File: src/rtl/hilo_muldiv_unit.sv
// hilo_muldiv_unit
//   Iterative multiply/divide unit that owns the architectural HI/LO pair.
//   MULT/MULTU/DIV/DIVU take WIDTH+2 edges from the start edge to the commit
//   edge: one capture edge, WIDTH single-bit iterations, one sign-fix/commit
//   edge. MTHI/MTLO are single-cycle writes that only happen while idle.
//
// Ports
//   clk          rising-edge clock
//   reset        synchronous, active-high; aborts any in-flight operation
//   start        request, sampled only while busy=0
//   op[2:0]      000 MULT, 001 MULTU, 010 DIV, 011 DIVU, 100 MTHI, 101 MTLO,
//                11x no-op
//   rs_val       operand A / dividend / MTHI-MTLO source
//   rt_val       operand B / divisor
//   HI, LO       architectural registers, feed the MFHI/MFLO read muxes
//   busy         mult/div in progress (state != IDLE)
//   done         one-cycle pulse in the cycle after HI/LO are committed
//   dbg_state_o  current FSM state (0 IDLE, 1 RUN, 2 FINISH)
//
// Handshake: start is a level sampled at a rising edge only when busy=0;
// there is no ready/ack. A request seen while busy=1 is dropped, so the
// issuing pipeline must hold off until busy=0 (which includes the done cycle).
module hilo_muldiv_unit #(
  parameter int WIDTH = 32
) (
  input  logic             clk,
  input  logic             reset,
  input  logic             start,
  input  logic [2:0]       op,
  input  logic [WIDTH-1:0] rs_val,
  input  logic [WIDTH-1:0] rt_val,
  output logic [WIDTH-1:0] HI,
  output logic [WIDTH-1:0] LO,
  output logic             busy,
  output logic             done,
  output logic [1:0]       dbg_state_o
);

  localparam int CW = (WIDTH > 1) ? $clog2(WIDTH) : 1;

  typedef enum logic [1:0] {
    S_IDLE   = 2'd0,
    S_RUN    = 2'd1,
    S_FINISH = 2'd2
  } state_e;

  state_e             state_q, state_d;
  logic [CW-1:0]      cnt_q, cnt_d;
  logic [WIDTH-1:0]   hi_q, hi_d, lo_q, lo_d;
  logic               done_q, done_d;
  // work_q holds {partial product} or {remainder, quotient/dividend}
  logic [2*WIDTH-1:0] work_q, work_d;
  logic [WIDTH-1:0]   opnd_q, opnd_d;     // multiplicand or divisor magnitude
  logic               is_div_q, is_div_d;
  logic               neg_q, neg_d;       // product/quotient must be negated
  logic               rem_neg_q, rem_neg_d;
  logic               div0_q, div0_d;

  logic               is_signed;
  logic [WIDTH-1:0]   rs_mag, rt_mag;
  logic [WIDTH:0]     mul_sum;
  logic [2*WIDTH-1:0] mul_next;
  logic [WIDTH:0]     div_shift, div_diff;
  logic [2*WIDTH-1:0] div_next;
  logic [2*WIDTH-1:0] prod_fix;
  logic [WIDTH-1:0]   quo_fix, rem_fix;

  // ---------------- state register ----------------
  always_ff @(posedge clk) begin
    if (reset) begin
      state_q   <= S_IDLE;
      cnt_q     <= '0;
      hi_q      <= '0;
      lo_q      <= '0;
      done_q    <= 1'b0;
      work_q    <= '0;
      opnd_q    <= '0;
      is_div_q  <= 1'b0;
      neg_q     <= 1'b0;
      rem_neg_q <= 1'b0;
      div0_q    <= 1'b0;
    end else begin
      state_q   <= state_d;
      cnt_q     <= cnt_d;
      hi_q      <= hi_d;
      lo_q      <= lo_d;
      done_q    <= done_d;
      work_q    <= work_d;
      opnd_q    <= opnd_d;
      is_div_q  <= is_div_d;
      neg_q     <= neg_d;
      rem_neg_q <= rem_neg_d;
      div0_q    <= div0_d;
    end
  end

  // ---------------- next-state logic ----------------
  always_comb begin
    state_d = state_q;
    cnt_d   = cnt_q;
    case (state_q)
      S_IDLE: begin
        if (start && !op[2]) begin
          state_d = S_RUN;
          cnt_d   = '0;
        end
      end
      S_RUN: begin
        if (cnt_q == CW'(WIDTH - 1)) begin
          state_d = S_FINISH;
          cnt_d   = '0;
        end else begin
          cnt_d = cnt_q + 1'b1;
        end
      end
      S_FINISH: state_d = S_IDLE;
      default:  state_d = S_IDLE;
    endcase
  end

  // ---------------- outputs ----------------
  always_comb begin
    busy        = (state_q != S_IDLE);
    done        = done_q;
    HI          = hi_q;
    LO          = lo_q;
    dbg_state_o = state_q;
  end

  // ---------------- datapath ----------------
  // Signed ops are only the even encodings (MULT, DIV).
  assign is_signed = ~op[0];
  assign rs_mag    = (is_signed && rs_val[WIDTH-1]) ? -rs_val : rs_val;
  assign rt_mag    = (is_signed && rt_val[WIDTH-1]) ? -rt_val : rt_val;

  // Shift-add: add multiplicand into the upper half when the current
  // multiplier bit (LSB) is set, then shift the whole register right by one,
  // keeping the carry.
  assign mul_sum  = {1'b0, work_q[2*WIDTH-1:WIDTH]}
                  + (work_q[0] ? {1'b0, opnd_q} : '0);
  assign mul_next = {mul_sum, work_q[WIDTH-1:1]};

  // Restoring divide: shift next dividend bit into the remainder and try the
  // subtraction. The remainder is always below the divisor, so WIDTH+1 bits
  // suffice for the shifted value. A zero divisor naturally yields an
  // all-ones quotient and leaves the dividend magnitude as remainder.
  assign div_shift = {work_q[2*WIDTH-1:WIDTH], work_q[WIDTH-1]};
  assign div_diff  = div_shift - {1'b0, opnd_q};
  assign div_next  = div_diff[WIDTH]
                   ? {div_shift[WIDTH-1:0], work_q[WIDTH-2:0], 1'b0}
                   : {div_diff[WIDTH-1:0],  work_q[WIDTH-2:0], 1'b1};

  assign prod_fix = neg_q ? -work_q : work_q;
  assign quo_fix  = neg_q ? -work_q[WIDTH-1:0] : work_q[WIDTH-1:0];
  // With a zero divisor the remainder is |rs|; re-applying the dividend sign
  // restores rs exactly, including the most negative value.
  assign rem_fix  = rem_neg_q ? -work_q[2*WIDTH-1:WIDTH]
                              : work_q[2*WIDTH-1:WIDTH];

  always_comb begin
    hi_d      = hi_q;
    lo_d      = lo_q;
    done_d    = 1'b0;
    work_d    = work_q;
    opnd_d    = opnd_q;
    is_div_d  = is_div_q;
    neg_d     = neg_q;
    rem_neg_d = rem_neg_q;
    div0_d    = div0_q;
    case (state_q)
      S_IDLE: begin
        if (start) begin
          if (!op[2]) begin
            // Same initial layout for both: upper half zero, rs magnitude low.
            work_d    = {{WIDTH{1'b0}}, rs_mag};
            opnd_d    = rt_mag;
            is_div_d  = op[1];
            neg_d     = is_signed && (rs_val[WIDTH-1] ^ rt_val[WIDTH-1]);
            rem_neg_d = is_signed && rs_val[WIDTH-1];
            div0_d    = (rt_val == '0);
          end else if (!op[1]) begin
            if (op[0]) lo_d = rs_val;
            else       hi_d = rs_val;
          end
        end
      end
      S_RUN: work_d = is_div_q ? div_next : mul_next;
      S_FINISH: begin
        done_d = 1'b1;
        if (is_div_q) begin
          hi_d = rem_fix;
          lo_d = div0_q ? '1 : quo_fix;
        end else begin
          hi_d = prod_fix[2*WIDTH-1:WIDTH];
          lo_d = prod_fix[WIDTH-1:0];
        end
      end
      default: ;
    endcase
  end

endmodule

File: config.mk
export PLATFORM = sky130hd
export DESIGN_NAME = hilo_muldiv_unit
export DESIGN_NICKNAME = d
export VERILOG_FILES = /design/src/rtl/hilo_muldiv_unit.sv
export SDC_FILE = /design/constraint.sdc
export NUM_CORES = 1
export LEC_CHECK = 0
export ABC_AREA = 1
export BUFFER_PORTS_ARGS = -buffer_cell sky130_fd_sc_hd__clkbuf_2
export CORE_ASPECT_RATIO = 0.75
export CORE_MARGIN = 4
export CORE_UTILIZATION = 35
export CTS_CLUSTER_DIAMETER = 50
export DETAILED_ROUTE_END_ITERATION = 6
export PLACE_DENSITY = 0.62
export SETUP_SLACK_MARGIN = 0.02
export SYNTH_ARGS = -nofsm -noshare
export SYNTH_HDL_FRONTEND = slang
export SYNTH_SLANG_ARGS = --single-unit
File: constraint.sdc
create_clock -name clk -period 3 [get_ports clk]
set_input_delay 0.6 -clock clk [delete_from_list [all_inputs] [get_ports clk]]
set_output_delay 0.6 -clock clk [all_outputs]
set_load 0.01 [all_outputs]
**After elaboration in Yosys (flattened, before gate mapping)**

Cells that the tools add are included.

- Bits in registers: 172
- Latch bits: 0
- RAM bits: 0
- Bits in read-only memories: 0
- Output and inout bits: 68
- Logic and storage cells: 80
- Memories: 0

- $add $sub $neg: 8
- $mul: 0
- Div/mod/pow operators: 0
- $lt $le $gt $ge: 0
- Eq/ne operators: 11
- Shift operators: 0
- Muxes and demuxes: 31
- Bitwise operators: 3
- Reduce and logical (&&, ||, !) cells: 16

Operators with widths:

| cell | count |
|---|---|
| 32-bit two-way mux | 16 |
| 64-bit two-way mux | 5 |
| 32-bit negation | 4 |
| 32-bit one-hot mux with 2 select lines | 2 |
| 64-bit one-hot mux with 2 select lines | 1 |
| 64-bit negation | 1 |
| 32-bit by 32-bit adder with 33-bit output | 1 |
| 33-bit by 32-bit subtractor with 33-bit output | 1 |
| 32-bit zero test | 1 |
| 2-bit inequality test (second input constant) | 8 |
| 5-bit two-way mux | 2 |
| 5-bit one-hot mux with 2 select lines | 1 |
| 5-bit AND reduction | 2 |
| 3-bit AND reduction | 2 |
| 2-bit nonzero test | 3 |
| 5-bit by 1-bit adder with 5-bit output (second input constant) | 1 |
| 5-bit == test (second input constant) | 1 |
| 1-bit logical AND | 4 |
| 2-bit two-way mux | 2 |
| 2-bit one-hot mux with 2 select lines | 1 |
| 2-bit AND reduction | 2 |
| 2-bit by 1-bit == test with 1-bit output (second input constant) | 1 |
| 2-bit == test (second input constant) | 1 |
| 2-bit zero test | 1 |
| 4 further kinds | 5 |

**Depth between registers and ports, before layout**

Gate-level depths: netlist (run 1).

- Depth in word-level cells: 6
- Gate-level depth with buffers: 22
- Gate-level depth less buffers: 20

**Least setup slack after synthesis (run 1)**

No wires, ideal clock.

- Kind: reg-to-reg
- Start point: register work_q[0]
- End point: register work_q[61]
- Setup time: 132 ps
- Arrival: 2635 ps
- Required time: 2868 ps
- Path slack: 232 ps
- Cell stages (with the launch flop): 22
- Path buffers: 2
- Period minus slack after synthesis: 2768 ps
- Cell sequence: dfxtp_1 > clkbuf_1 > clkbuf_1 > nand2_1 > inv_1 > ha_1 > inv_1 > fa_1 > inv_1 > nand2_1 > o21ai_1 > nand2_1 > nand2_1 > nand2_1 > nand2_1 > nand2_1 > nand3_1 > nand3_1 > nand2_1 > inv_1 > nand2_1 > a21oi_1

- Cells in the longest elaborated chain, start to end: 4

Ends and longest elaborated chain:

| item | RTL line | RTL |
|---|---|---|
| start: declaration | 52 | `logic [2*WIDTH-1:0] work_q, work_d;` |
| start signal: assignment | 88 | `work_q <= work_d;` |
| 32-bit two-way mux | 140 | `+ (work_q[0] ? {1'b0, opnd_q} : '0);` |
| 32-bit by 32-bit adder with 33-bit output | 140 |  |
| 64-bit two-way mux | 187 | `S_RUN: work_d = is_div_q ? div_next : mul_next;` |
| 64-bit one-hot mux with 2 select lines | 170 | `case (state_q)` |

Every way passes these cells.
A chain may end at the register's enable or synchronous reset.

**Worst setup path in the final report (run 1)**

- Start point: register work_q[0]
- End point: register work_q[58]

Same word-level chain as after synthesis.

==> reports/qor.txt, run 1 <==
Crit path kind - reg -> reg
Inst Count DP - 3,807
Top-Level Pins - 138
Core Area - 0.0474 mm²
Gr usage total - 27.1%
Antenna cells - 0
Hold Vio Cnt, Final - 0
Worst EP arrival - 3100 ps
Die area - 0.0515 mm²
Synth Area in XOR/XNOR - 2.35%
Initial Util - 35.4%
Core Util, Final - 40.5%
Top routing layer used - met4
Die height - 198 µm
Syn Std Cell Area - 0.0168 mm²
Detailed Routing Iterations Pass 1 - 7
Row count - 69
Post-synthesis mux area share - 0%
Seq/Total Area, Yosys - 20.5%
Synth Area in Simple Gates - 38.3%
Routed met3 length - 11,000 µm
Clk pin slew, worst setup/hold paths - 80 ps
Final Cycle Share - 92.7%
Status - finished, final reports clean
Least-Margin Pin Slew - 741 ps
Leakage - 9.69 nW
Setup TNS - 0 ps
Worst skew pair latency - 470 ps
VDD IR-drop max - 0.345 mV
Netlist cell types - 41
First-pass GRT wire length - 108,000 µm
Synthesized area per cell - 5.49 µm²
Cell count after synthesis - 3,053
Post-synth EDFFs - 0
DR WL/cell - 18.8 µm
Area Overhead vs Synth - 14.5%
Non-Filler Instances - 3,839
Register bit total from synthesis - 172
Max Buffers Root-to-Sink - 2
Post-route DRC - 0
Tot Pwr - 0.00756 W
FFs w/ async S/R, synth - 0%
Post-Synth Adder-Cell Area - 5.46%
Crit end category - flop
Routed vias - 20,700
Worst Slack Setup Final - 220 ps
Pwr dens - 394 mW/mm²
Slew HR - 50.3%
Wl on met1 - 34,900 µm
Max cap viols - 0
RSZ-0062 raised after global routing - no
HPWL after DPL - 57,800 µm
Setup violators final - 0
Worst-case clock skew - 17.9 ps
Minimum clock period - 2780 ps
Final net count - 3,329
WL met2 - 25,400 µm
Fmax - 0.360 GHz
Initial antenna violation count - 0
Critical Path RT - 3320 ps
Largest net degree at the start of global routing - 91
Compound-Gate Fraction of Synth Area - 20.1%
CTS Hold Bufs - 0
Post-CTS Setup Inserts - 0
Post-place setup slack - 138 ps
CTS tree - done
Post-DRT Antenna Nets - 0
Hold crit path type - in -> reg
Layout cells sized above 1 - 9.44%
GRT overflow - 0
Clk sinks - 172
Vias/cell - 5.39
YS warnings - 0
Post-cts gate resize count - 0
Final wirelength - 72,300 µm
CTS Buf Count - 17
Yosys top cell by area - dfxtp_1
Main synth FF type - dfxtp_1
Largest family of logic cells by synthesized area - simple AND/OR/NAND/NOR gates
PortBufs - 137
Final Max Tran Viols - 0
Clock Root Buffer - clkbuf_16
Startpoint types - flop
Post-synth top area share - 20.5%
H-tree levels - 4
Largest cells by area after synthesis - dfxtp_1 (21%), nand2_1 (18%), inv_1 (10%)
Iteration-0 DRC Markers - 2,932
Vias in the first global route - 17,400
CP max FO - 22
Syn Nets - 3,195
Placer Congestion - 1.02
Die X - 261 µm
[placed cells by master, fill, tap and decap left out, types with 4 or more instances in the layout]
cell type and instances:
nand3b_1 16, o21ai_1 7, clkbuf_2 137, nand2_1 790, inv_8 5, o31ai_1 10, nand2_2 4, ha_1 68
nand3_1 274, a21oi_1 266, buf_12 4, buf_4 85, o211ai_1 6, nor2_1 328, and2_1 6, a31oi_1 40
dfxtp_1 170, nor2_2 7, o21bai_1 6, clkinv_1 4, nor4_1 8, xor2_1 36, nor3_1 47, nand4_1 36
inv_1 464, clkbuf_16 17, o21ai_0 295, or2_2 8, xnor2_1 9, inv_2 6
[sequential cells by signal (all words and copies together), names as in the netlist]
signal,cells
dbg_state_o,2
is_div_q,1
LO,32
HI,32
neg_q,1
work_q,64
cnt_q,5
opnd_q,32
div0_q,1
done,1
rem_neg_q,1
[critical path, stage by stage (launching register included)]
cell	delay [ps]
dfxtp_1	340
buf_4	170
buf_4	210
nand2_1	90
inv_1	50
ha_1	370
nand2_1	150
o21ai_0	320
inv_1	90
nand2_1	120
nand2_1	110
nand3_1	100
nand2_1	50
nor2_1	270
nor2_1	80
nand2_1	60
a21oi_1	50
[path summary, 6_finish.rpt]
kind | from | endpoint | slack (ps) | depth (start not counted)
worst max-delay path | work_q[0]$_SDFFE_PP0P_ | work_q[58]$_SDFFE_PP0P_ | 220 | 16
worst min-delay path | op[1] | is_div_q$_SDFFE_PP0P_ | 420 | 3
worst max register to register | work_q[0]$_SDFFE_PP0P_ | work_q[58]$_SDFFE_PP0P_ | 220 | 16
worst min register to register | cnt_q[4]$_SDFFE_PP0P_ | cnt_q[4]$_SDFFE_PP0P_ | 480 | 2
[cell type report]
class                           count  area [µm²]
Clock buffer                       17         425
Clock inverter                     15         175
Fill cell                        5334       28200
Inverter                          474        1780
Multi-Input combinational cell   2295       11100
Sequential cell                   172        3450
Tap cell                          639         800
Timing Repair Buffer              227        1420
[per-stage QoR]
step	hold WS (ps)	cell area (µm²)
after global placement	454	18600
after detailed placement	459	18600
after CTS	417	19200
after global routing	446	19200
final	421	19200
after floorplan	441	16800
[kinds of logic (layout without fill, tap and decap cells)]
kind of cell	count (synthesis)	in the layout
DFF	172	172
and+or+nand+nor	1533	1533
AOI/OAI and AO/OA	645	645
xor gates and xnor gates	45	45
buffers and inverters	586	733
adders and majority gates	72	72
[routing by layer]
layer	vias up	GRT usage (%)
li1	10200	-
met1	9304	45.0
met2	1180	32.2
met3	49	9.59
met4	0	4.01
met5	-	0
[synthesized netlist by cell type (all sizes together), types with 9 or more instances]
cell	count
nand4	36
nand3b	16
nand2	795
nand3	277
dfxtp	172
nor3	49
ha	70
o21ai	304
a31oi	40
buf	18
xnor2	9
a21oi	269
o31ai	10
nor2	337
inv	470
xor2	36
clkbuf	94
[power breakdown]
group          internal, W  switching, W  total [W]
combinational     0.000810       0.00184    0.00265
sequential         0.00241      0.000160    0.00257
clock              0.00119       0.00115    0.00234
total              0.00441       0.00315    0.00756
Note: power is estimated with default switching activity, not from simulation.
==> run 2: changes to the inputs <==
--- a/config.mk
+++ b/config.mk
@@ -12,6 +12,7 @@
 export CORE_UTILIZATION = 35
 export CTS_CLUSTER_DIAMETER = 50
 export DETAILED_ROUTE_END_ITERATION = 6
+export GPL_TIMING_DRIVEN = 0
 export PLACE_DENSITY = 0.62
 export SETUP_SLACK_MARGIN = 0.02
 export SYNTH_ARGS = -nofsm -noshare
==> reports/qor.txt, run 2 (synthesized netlist as in run 1, its figures left out) <==
Placer Congestion - 1.06 (was 1.02)
Final net count - 3,357 (was 3,329)
Least-Margin Pin Slew - 1190 ps (was 741 ps)
Routed vias - 21,200 (was 20,700)
Clock Root Buffer - clkbuf_16 (unchanged)
DR WL/cell - 21.8 µm (was 18.8 µm)
Most common cell after layout, fill and taps aside - nand2_1 (unchanged)
Vias in the first global route - 18,200 (was 17,400)
Final Max Tran Viols - 0 (unchanged)
Layout cells sized above 1 - 8.77% (was 9.44%)
CP max FO - 10 (was 22)
Vias/cell - 5.48 (was 5.39)
Fill count - 5,331 (was 5,334)
Post-place setup slack - -1210 ps (was 138 ps)
Slew HR - 20.8% (was 50.3%)
Fin Hold WS - 418 ps (was 421 ps)
Crit-path cells - inv_1 -> clkbuf_1 -> buf_1 -> nand2_1 -> o21ai_1 -> nand2_1 -> a21oi_1 (was buf_4 -> buf_4 -> nand2_1 -> inv_1 -> ha_1 -> nand2_1 -> o21ai_0 -> inv_1 -> nand2_1 -> nand2_1 -> nand3_1 -> nand2_1 -> nor2_1 -> nor2_1 -> nand2_1 -> a21oi_1)
Final Cycle Share - 100% (was 92.7%)
Top-Level Pins - 138 (unchanged)
Fmax - 0.332 GHz (was 0.360 GHz)
Largest net degree at the start of global routing - 17 (was 91)
Post-DRT Antenna Nets - 0 (unchanged)
Worst path top cell family by delay - buffers and inverters (was simple AND/OR/NAND/NOR gates)
Worst path most repeated cell - nand2_1 (unchanged)
Max cap viols - 0 (unchanged)
Failing checks - negative setup slack
Iteration-0 DRC Markers - 2,839 (was 2,932)
Initial Util - 35.4% (unchanged)
Detailed Routing Iterations Pass 1 - 6 (was 7)
Area Overhead vs Synth - 14.6% (was 14.5%)
Max reg flops - 64 (unchanged)
H-tree levels - 4 (unchanged)
RSZ-0062 raised after global routing - yes (was no)
Worst Slack Setup Final - -10.5 ps (was 220 ps)
Row count - 69 (unchanged)
CP max stage delay - 870 ps (was 370 ps)
Die height - 198 µm (unchanged)
First-pass GRT wire length - 120,000 µm (was 108,000 µm)
Leakage - 9.49 nW (was 9.69 nW)
Die area - 0.0515 mm² (unchanged)
PortBufs - 136 (was 137)
Setup violators final - 1 (was 0)
Pwr dens - 400 mW/mm² (was 394 mW/mm²)
CTS Buf Count - 17 (unchanged)
HPWL after DPL - 70,100 µm (was 57,800 µm)
Hold crit path type - in -> reg (unchanged)
Final wirelength - 84,200 µm (was 72,300 µm)
Max Buffers Root-to-Sink - 2 (unchanged)
CTS Hold Bufs - 0 (unchanged)
Critical Path RT - 3390 ps (was 3320 ps)
Worst-case clock skew - 16.5 ps (was 17.9 ps)
Clk pin slew, worst setup/hold paths - 80 ps (about the same)
Hold Vio Cnt, Final - 0 (unchanged)
Worst EP arrival - 3410 ps (was 3100 ps)
Slowest cell on crit path - buf_1 (was ha_1)
Inst Count DP - 3,828 (was 3,807)
GRT overflow - 0 (unchanged)
CTS tree - done (unchanged)
Most frequent cells in the layout - nand2_1 (778), inv_1 (457), nor2_1 (330) (was nand2_1 (790), inv_1 (464), nor2_1 (328))
Minimum clock period - 3010 ps (was 2780 ps)
Startpoint types - flop (unchanged)
Post-route DRC - 0 (unchanged)
Initial antenna violation count - 2 (was 0)
Worst skew pair latency - 470 ps (about the same)
Status - complete, but fails checks (was finished, final reports clean)
Clk sinks - 172 (unchanged)
Crit path buffers/inverters - 3 (was 4)
VDD IR-drop max - 0.421 mV (was 0.345 mV)
Non-Filler Instances - 3,868 (was 3,839)
Core Area - 0.0474 mm² (unchanged)
Die X - 261 µm (unchanged)
Biggest register - work_q (unchanged)
Crit path kind - reg -> reg (unchanged)
Crit end category - flop (unchanged)
Gr usage total - 31.5% (was 27.1%)
Tot Pwr - 0.00769 W (was 0.00756 W)
## run 2: area by class of cell
type	count	area, µm²	share of cell area, %
Buffer	109	487	2.53
Antenna cell	2	5.00	0.0260
Inverter	474	1780	9.28
Tap cell	639	800	4.16
Clock buffer	18	439	2.29
Sequential cell	172	3480	18.1
Multi-Input combinational cell	2295	11300	58.9
Timing Repair Buffer	146	766	3.98
Clock inverter	13	135	0.703
## run 2: final timing paths
path | cells past startpoint | slack, ps | startpoint | endpoint
worst min-delay path | 3 | 420 | op[1] | is_div_q$_SDFFE_PP0P_
worst max-delay path | 7 | -10 | is_div_q$_SDFFE_PP0P_ | HI[1]$_SDFFE_PP0P_
worst max register to register | 7 | -10 | is_div_q$_SDFFE_PP0P_ | HI[1]$_SDFFE_PP0P_
worst min register to register | 2 | 470 | cnt_q[3]$_SDFFE_PP0P_ | cnt_q[3]$_SDFFE_PP0P_
## run 2: stage by stage
| step | TNS [ps] | cell area, µm² | utilization, % |
|---|---|---|---|
| after floorplan | 0 | 16800 | - |
| after global placement | -22830 | 18200 | 38.5 |
| after detailed placement | -21650 | 18200 | 38.5 |
| after CTS | 0 | 18900 | 39.9 |
| after global routing | -15.2 | 19200 | 40.5 |
| final | -10.5 | 19200 | 40.5 |
## run 2: power by group
| part | internal, W | switching (W) | leakage, nW |
|---|---|---|---|
| Combinational | 0.000825 | 0.00197 | 7.81 |
| Clock | 0.00118 | 0.00110 | 0.267 |
| Sequential | 0.00241 | 0.000208 | 1.41 |
| Total | 0.00442 | 0.00327 | 9.49 |
## run 2: repair_timing
action | CTS | global route
resized for setup | 27 | 79
pin swaps | 1 | 4
gates cloned | 0 | 1
setup endpoints to repair | 39 | 48
setup buffers | 4 | 5
## run 2: worst reg2reg max path, stage by stage, from the launching register on
cell and delay, ps:
dfxtp_1 480, inv_1 190, clkbuf_1 550, buf_1 870
nand2_1 130, o21ai_1 380, nand2_1 170, a21oi_1 160
## run 2: metal layers
metal	up-vias	GRT usage, %	wire, µm
li1	10200	-	-
met1	9657	48.1	39200
met2	1211	38.8	29600
met3	91	16.0	14000
met4	2	5.09	1410
met5	-	0	13
